<file path="src/rtl/regfile_dump_reader.sv">
// regfile_dump_reader
// Sweeps a register-file read port from x0 to x(NUM_REGS-1) after a start
// pulse, streams each value with its index over a valid/ready interface and
// reports the XOR checksum of the accepted beats when the sweep completes.
//
// Ports:
//   clk, rst_n         clock, asynchronous active-low reset
//   start, abort       begin a sweep (IDLE only) / cancel a running sweep
//   rf_rs, rf_rd       register-file read select and combinational read data
//   out_valid/ready    beat handshake
//   out_data, out_idx  register value and its index
//   out_last           beat carries index NUM_REGS-1
//   busy               sweep in progress
//   done               one-cycle pulse after the final beat is accepted
//   checksum           XOR of all beats of the last completed sweep
module regfile_dump_reader #(
  parameter int unsigned NUM_REGS = 32,
  parameter int unsigned XLEN     = 64,
  parameter int unsigned ADDR_W   = 5
) (
  input  logic              clk,
  input  logic              rst_n,
  input  logic              start,
  input  logic              abort,
  output logic [ADDR_W-1:0] rf_rs,
  input  logic [XLEN-1:0]   rf_rd,
  output logic              out_valid,
  input  logic              out_ready,
  output logic [XLEN-1:0]   out_data,
  output logic [ADDR_W-1:0] out_idx,
  output logic              out_last,
  output logic              busy,
  output logic              done,
  output logic [XLEN-1:0]   checksum
);

  typedef enum logic {IDLE, STREAM} state_t;

  localparam logic [ADDR_W:0] PTR_END  = (ADDR_W + 1)'(NUM_REGS);
  localparam logic [ADDR_W:0] PTR_LAST = (ADDR_W + 1)'(NUM_REGS - 1);

  state_t            state_q, state_d;
  logic [ADDR_W:0]   ptr_q, ptr_d;
  logic [XLEN-1:0]   acc_q, acc_d;
  logic              out_valid_q, out_valid_d;
  logic [XLEN-1:0]   out_data_q, out_data_d;
  logic [ADDR_W-1:0] out_idx_q, out_idx_d;
  logic              out_last_q, out_last_d;
  logic              done_q, done_d;
  logic [XLEN-1:0]   checksum_q, checksum_d;

  logic xfer;
  logic load;

  always_comb begin
    state_d     = state_q;
    ptr_d       = ptr_q;
    acc_d       = acc_q;
    out_valid_d = out_valid_q;
    out_data_d  = out_data_q;
    out_idx_d   = out_idx_q;
    out_last_d  = out_last_q;
    done_d      = 1'b0;
    checksum_d  = checksum_q;
    xfer        = out_valid_q && out_ready;
    load        = (!out_valid_q || out_ready) && (ptr_q < PTR_END);

    case (state_q)
      IDLE: begin
        if (start) begin
          state_d     = STREAM;
          ptr_d       = '0;
          acc_d       = '0;
          out_valid_d = 1'b0;
        end
      end
      STREAM: begin
        if (abort) begin
          // Abort beats any concurrent transfer: nothing is accumulated.
          state_d     = IDLE;
          ptr_d       = '0;
          out_valid_d = 1'b0;
        end else begin
          if (xfer) begin
            acc_d = acc_q ^ out_data_q;
          end
          if (xfer && out_last_q) begin
            state_d     = IDLE;
            checksum_d  = acc_q ^ out_data_q;
            done_d      = 1'b1;
            out_valid_d = 1'b0;
          end else if (load) begin
            out_data_d  = rf_rd;
            out_idx_d   = ptr_q[ADDR_W-1:0];
            out_last_d  = (ptr_q == PTR_LAST);
            out_valid_d = 1'b1;
            ptr_d       = ptr_q + 1'b1;
          end else if (xfer) begin
            out_valid_d = 1'b0;
          end
        end
      end
      default: state_d = IDLE;
    endcase
  end

  always_ff @(posedge clk or negedge rst_n) begin
    if (!rst_n) begin
      state_q     <= IDLE;
      ptr_q       <= '0;
      acc_q       <= '0;
      out_valid_q <= 1'b0;
      out_data_q  <= '0;
      out_idx_q   <= '0;
      out_last_q  <= 1'b0;
      done_q      <= 1'b0;
      checksum_q  <= '0;
    end else begin
      state_q     <= state_d;
      ptr_q       <= ptr_d;
      acc_q       <= acc_d;
      out_valid_q <= out_valid_d;
      out_data_q  <= out_data_d;
      out_idx_q   <= out_idx_d;
      out_last_q  <= out_last_d;
      done_q      <= done_d;
      checksum_q  <= checksum_d;
    end
  end

  assign rf_rs     = (state_q == STREAM) ? ptr_q[ADDR_W-1:0] : '0;
  assign busy      = (state_q == STREAM);
  assign out_valid = out_valid_q;
  assign out_data  = out_data_q;
  assign out_idx   = out_idx_q;
  assign out_last  = out_last_q;
  assign done      = done_q;
  assign checksum  = checksum_q;

endmodule

</file>
<file path="config.mk">
export PLATFORM = sky130hd
export DESIGN_NAME = regfile_dump_reader
export DESIGN_NICKNAME = d
export VERILOG_FILES = /design/src/rtl/regfile_dump_reader.sv
export SDC_FILE = /design/constraint.sdc
export NUM_CORES = 1
export LEC_CHECK = 0
export CORE_MARGIN = 8
export CORE_UTILIZATION = 32
export DETAILED_ROUTE_END_ITERATION = 6
export HOLD_SLACK_MARGIN = 0.08
export PLACE_DENSITY_LB_ADDON = 0.12
export SYNTH_ARGS = -nofsm -noshare
export SYNTH_HDL_FRONTEND = slang
export SYNTH_SLANG_ARGS = --single-unit
</file>
<file path="constraint.sdc">
create_clock -name clk -period 2.15 [get_ports clk]
set_input_delay 0.645 -clock clk [delete_from_list [all_inputs] [get_ports clk]]
set_output_delay 0.645 -clock clk [all_outputs]
set_load 0.02 [all_outputs]
</file>
; ---- Word-level counts from Yosys, hierarchy flattened
; Index checks and enable logic that the tools add are counted.
[op_classes]
bitwise_logic = 4
reduce_logical = 10
magnitude_cmp = 1
add_sub_neg = 1
n_eq_ne = 7
mux = 23
[op_table]
columns = operator, n
row1 = $mux W64, 3
row2 = $pmux W64 S2, 1
row3 = $xor A64 B64 Y64, 1
row4 = $mux W6, 4
row5 = $pmux W6 S2, 1
row6 = $mux W1, 11
row7 = $reduce_and A3 Y1, 3
row8 = $add A6 B1 Y6 const B, 1
row9 = $eq A6 B5 Y1 const B, 1
row10 = $lt A6 B6 Y1 const B, 1
row11 = $mux W5, 1
row12 = $ne A5 B2 Y1 const B, 1
row13 = $ne A2 B2 Y1 const B, 2
row14 = $pmux W1 S2, 2
row15 = $reduce_and A4 Y1, 1
row16 = $logic_and A1 B1 Y1, 3
row17 = $ne A3 B2 Y1 const B, 1
row18 = $ne A3 B3 Y1 const B, 1
row19 = $not A1 Y1, 3
row20 = $ne A2 B1 Y1 const B, 1
row21 = $reduce_and A2 Y1, 1
row22 = $logic_not A1 Y1, 1
row23 = $logic_or A1 B1 Y1, 1
[totals]
reg_bits = 207
out_inout_bits = 142
inputBits = 69

; ---- Logic depth before layout (Yosys ltp)
[depth]
ltp_word = 7
depth_mapped = 7
mapped_depth_nobuf = 5

; ---- Least setup slack after synthesis
; No wires, ideal clock.
[synth_path]
path_kind = input to register
start = input port out_ready
end = register out_data_q[0], in the netlist out_data[0]
path_stages = 6
arrival_ns = 1.681
setup_ns = 0.125
path_slack_ns = 0.344
t_required_ns = 2.025
path_cell_list = nand2b_1 -> a21oi_2 -> nor2b_4 -> buf_12 -> buf_12 -> mux2_4
[synth_via]
elab_chain_len = 4
word_cells_on_any_way = 6
cone_classes = 1 x bitwise / 5 x reduce/logical
[synth_rtl]
columns = element, line_no
row1 = from (decl), 28  ; input logic out_ready,
row2 = $logic_and A1 B1 Y1, 65  ; xfer = out_valid_q && out_ready;
row3 = $logic_and A1 B1 Y1, 87  ; if (xfer && out_last_q) begin
row4 = $not A1 Y1 (no source line), -
row5 = $reduce_and A4 Y1 (no source line) (*), -
row6 = to (signal assigned), 123  ; out_data_q <= out_data_d;
row7 = to (decl), 46  ; logic [XLEN-1:0] out_data_q, out_data_d;
; Mark *: on every way between the ends. The rest lies on a longest branch, timed or not.
; A chain may end at the register's enable or synchronous reset.

; ---- Final worst setup path
[layout_path]
start = register done_q, in the netlist done
end = output port done
[layout_rtl]
columns = element, line_no
row1 = from (decl), 49  ; logic done_q, done_d;
row2 = from (signal assigned), 126  ; done_q <= done_d;
row3 = to (decl), 33  ; output logic done,
; No word-level cell between the ends.

==> summary.txt <==
Final layout
  • FILL cells: 2797
  • Reg area: 5180 sq um
  • Ant diodes: 0
  • Finished Layout Cells: 1464
  • Share of cells above drive strength 1: 15.6%
  • Nets: 1133
  • Syn-to-layout area delta: 38.7%
  • Area taken by multi-input logic gates: 3620 sq um

Setup path
  • Type of origin of the critical path: register
  • CP peak stage delay: 0.60 ns
  • Worst-path cell chain: clkdlybuf4s50_1
  • Crit Path Class: register to output port
  • CP Data Arrival Time: 1.44 ns
  • CP max stage cell: clkdlybuf4s50_1
  • Levels on crit path: 1
  • Worst Path Max Fanout: 1
  • Number of buffers and inverters on the critical path: 1
  • Cells on worst reg2reg path: 5
  • Crit path capture type: output port
  • Reg-to-reg slack, setup: 0.38 ns
  • Worst setup endpoint: done
  • Worst EP required: 1.50 ns
  • CP top delay family: buffers and inverters
  • CP Launch Point: done
  • R2r startpoint: out_last
  • Worst R2R End: out_data[38]

Clocking
  • CTS buffer count: 25
  • TritonCTS clock tree: done
  • Bufs on Longest Clock Path: 3
  • Clock sinks: 207
  • Clock latency on the worst-skew pair: 0.52 ns
  • H-tree depth: 1
  • CTS clk-pin slew, worst paths: 0.06 ns
  • Post-CTS setup buffers: 0
  • Root Driver: clkbuf_16

STA
  • Final setup violation count: 0
  • Slew @ Worst Pin: 0.337 ns
  • Final slew viol count: 0
  • Worst slew margin: 77.5%
  • RSZ-0062 raised after global routing: no
  • Fin Clk Skew: 0.0110 ns
  • Setup ws final: 0.0664 ns
  • Crit share post-route: 96.9%
  • Max Freq: 480 MHz
  • Final hold violations: 0
  • Crit path time final: 2.08 ns

Place
  • Dpl ws: -0.220 ns
  • IO buf count: 210
  • DP HPWL: 16200 um
  • Placed Cells: 1419
  • Placer Congestion: 0.739

Global routing
  • Met3 Usage GRT: 3.81%
  • Total track usage: 13.1%
  • Overflow after GRT: 0
  • Vias in the first global route: 6607
  • Met1 GRT Util: 17.2%
  • Largest net degree at the start of global routing: 60
  • First-pass GRT wire length: 36400 um
  • Initial antenna violation count: 0
  • GRT busiest layer: met2
  • GR Layer Usage met2: 21.1%

Drt
  • Number of DRC markers in iteration 0: 280
  • Vias: 6572
  • Final ANT Viol Nets: 0
  • Via density: 4.49
  • DRC: 0
  • DR pass1 iterations: 4
  • WL/cell: 15.8 um
  • Total wire length: 23100 um

Power
  • Pwr/cell area: 1090 nW/um^2
  • Worst VDD drop: 0.538 mV
  • Switch share: 33.2%
  • Clock power share: 29.4%
  • Int Power: 9.27 mW
  • Combinational power share: 29.6%
  • Sw Pwr: 4.60 mW
  • Leak: 6.00 nW
  • Seq pwr share: 41.0%

Run
  • Max-cap violations: 0

Floorplan
  • Die ar.: 34300 sq um
  • Initial Util: 32.1%
  • Chip Height: 185 um
  • Row cnt: 62
  • I/O pins: 211
  • Core footprint: 28500 sq um
  • DIE WIDTH: 185 um

Min path
  • Worst Hold Class: register to register

Synth
  • Post-Synth Adder-Cell Area: 0.137%
  • Post-Syn Instances: 818
  • Yosys reg bits: 207
  • Seq/Total Area, Yosys: 56.6%
  • Yosys cell types: 32
  • Post-synthesis mux area share: 11.5%
  • Syn avg cell area: 11.2 sq um
  • XOR/XNOR share of the synthesized area: 6.51%
  • Syn Nets: 888
  • Synth Warn #: 0
  • Largest family of logic cells by synthesized area: multiplexers
  • Complex-gate fraction of the synthesized area: 11.2%
  • Post-synthesis simple-gate area fraction: 9.99%
  • Synthesized area: 9150 sq um

Outcome
  • Status: finished clean
[Yosys cell counts]
cell type / number / area, sq um
a21oi_1: 65 / 325
a21oi_2: 2 / 17.5
and2_1: 4 / 25.0
and2b_1: 1 / 7.51
and3_1: 3 / 18.8
and4b_1: 1 / 10.0
buf_12: 8 / 160
buf_2: 23 / 115
buf_4: 6 / 45.0
clkbuf_2: 6 / 30.0
dfrtp_1: 207 / 5180
ha_1: 1 / 12.5
inv_1: 4 / 15.0
mux2_4: 69 / 1040
mux2i_1: 2 / 20.0
nand2_1: 68 / 255
nand2b_1: 3 / 18.8
nand3_1: 1 / 5.00
nand3b_1: 2 / 15.0
nand4_1: 3 / 18.8
nand4b_1: 1 / 8.76
nor2_1: 133 / 499
nor2b_1: 1 / 6.26
nor2b_4: 1 / 13.8
nor3b_2: 1 / 12.5
o21ai_0: 125 / 626
o21ai_1: 5 / 25.0
o21ba_2: 1 / 10.0
o31ai_1: 1 / 7.51
o32ai_1: 2 / 17.5
xnor2_1: 65 / 569
xor2_1: 3 / 26.3
[layout make-up]
cell class                 instances  share of cell area (%)
tap                              384                    3.79
clock inverter                     9                   0.631
multi-input combinational        564                    28.5
inverter                           4                   0.118
sequential                       207                    40.8
clock buffer                      35                    5.70
timing repair buffer             261                    20.4
[state kept, by name (all words and copies together), names as in the netlist]
register / count
acc_q: 64
busy: 1
checksum: 64
done: 1
out_data: 64
out_idx: 5
out_last: 1
out_valid: 1
ptr_q: 6
[how the worst min path moves through the flow]
stage / slack [ns] / cells past startpoint / start / to
after detailed placement: 0.48 / 1 / acc_q[50] / acc_q[50]
after floorplan: 0.35 / 0 / rst_n / acc_q[0]
after global placement: 0.47 / 1 / acc_q[50] / acc_q[50]
final: 0.49 / 1 / acc_q[50] / acc_q[50]
after global routing: 0.51 / 1 / acc_q[3] / acc_q[3]
after CTS: 0.49 / 1 / acc_q[50] / acc_q[50]
[metal layers]
metal	wire length (um)	vias up
li1	-	3259
met3	1580	38
met4	488	0
met2	10600	148
met5	0	-
met1	10400	3127
[placed cells by master, fill, tap and decap left out, types with 2 or more instances in the layout]
cell type	instances
dfrtp_1	206
nor2_1	133
xnor2_1	65
clkdlybuf4s50_1	68
inv_6	2
nand2b_1	3
and3_1	3
clkbuf_16	25
inv_1	4
nand4_1	3
mux2_4	69
clkbuf_8	6
clkinv_2	5
xor2_1	3
mux2i_1	2
nand3b_1	2
a21oi_1	65
clkbuf_1	4
clkdlybuf4s15_1	2
dlymetal6s2s_1	7
o32ai_1	2
buf_4	30
buf_12	20
o21ai_0	125
o21ai_1	5
and2_1	4
nand2_1	68
dlygate4sd2_1	131
[what timing repair did]
item                                   CTS  global route
setup endpoints to repair              134            10
gates resized for setup                137            10
pin swaps                                0             0
endpoints found under the hold margin   22             0
hold buffers                             1             0
[power groups by stage]
stage	sequential [mW]	clock, mW	combinational (mW)
detailed placement	5.82	0	4.67
CTS	5.73	4.25	4.20
global route	5.87	4.40	4.43
global placement	5.80	0	4.65
floorplan	6.47	0	1.74
finish	5.69	4.08	4.11
[through the flow]
step	area (sq um)	hold slack, ns	utilization [%]	total power [mW]	TNS [ns]
finish	12700	0.489	44.6	13.9	0
global route	12700	0.511	44.6	14.7	0
floorplan	9150	0.349	-	8.20	0
CTS	12700	0.489	44.5	14.2	0
detailed placement	12000	0.479	42.3	10.5	-26.26
global placement	12000	0.474	42.3	10.4	-23.06
[kinds of logic after synthesis]
kind of cell | count (synthesis)
and+or+nand+nor | 223
buffers and inverters | 47
xor gates and xnor gates | 68
adders and majority gates | 1
muxes | 71
DFF | 207
AOI/OAI and AO/OA | 201
Power figures use the tool's default switching activity.
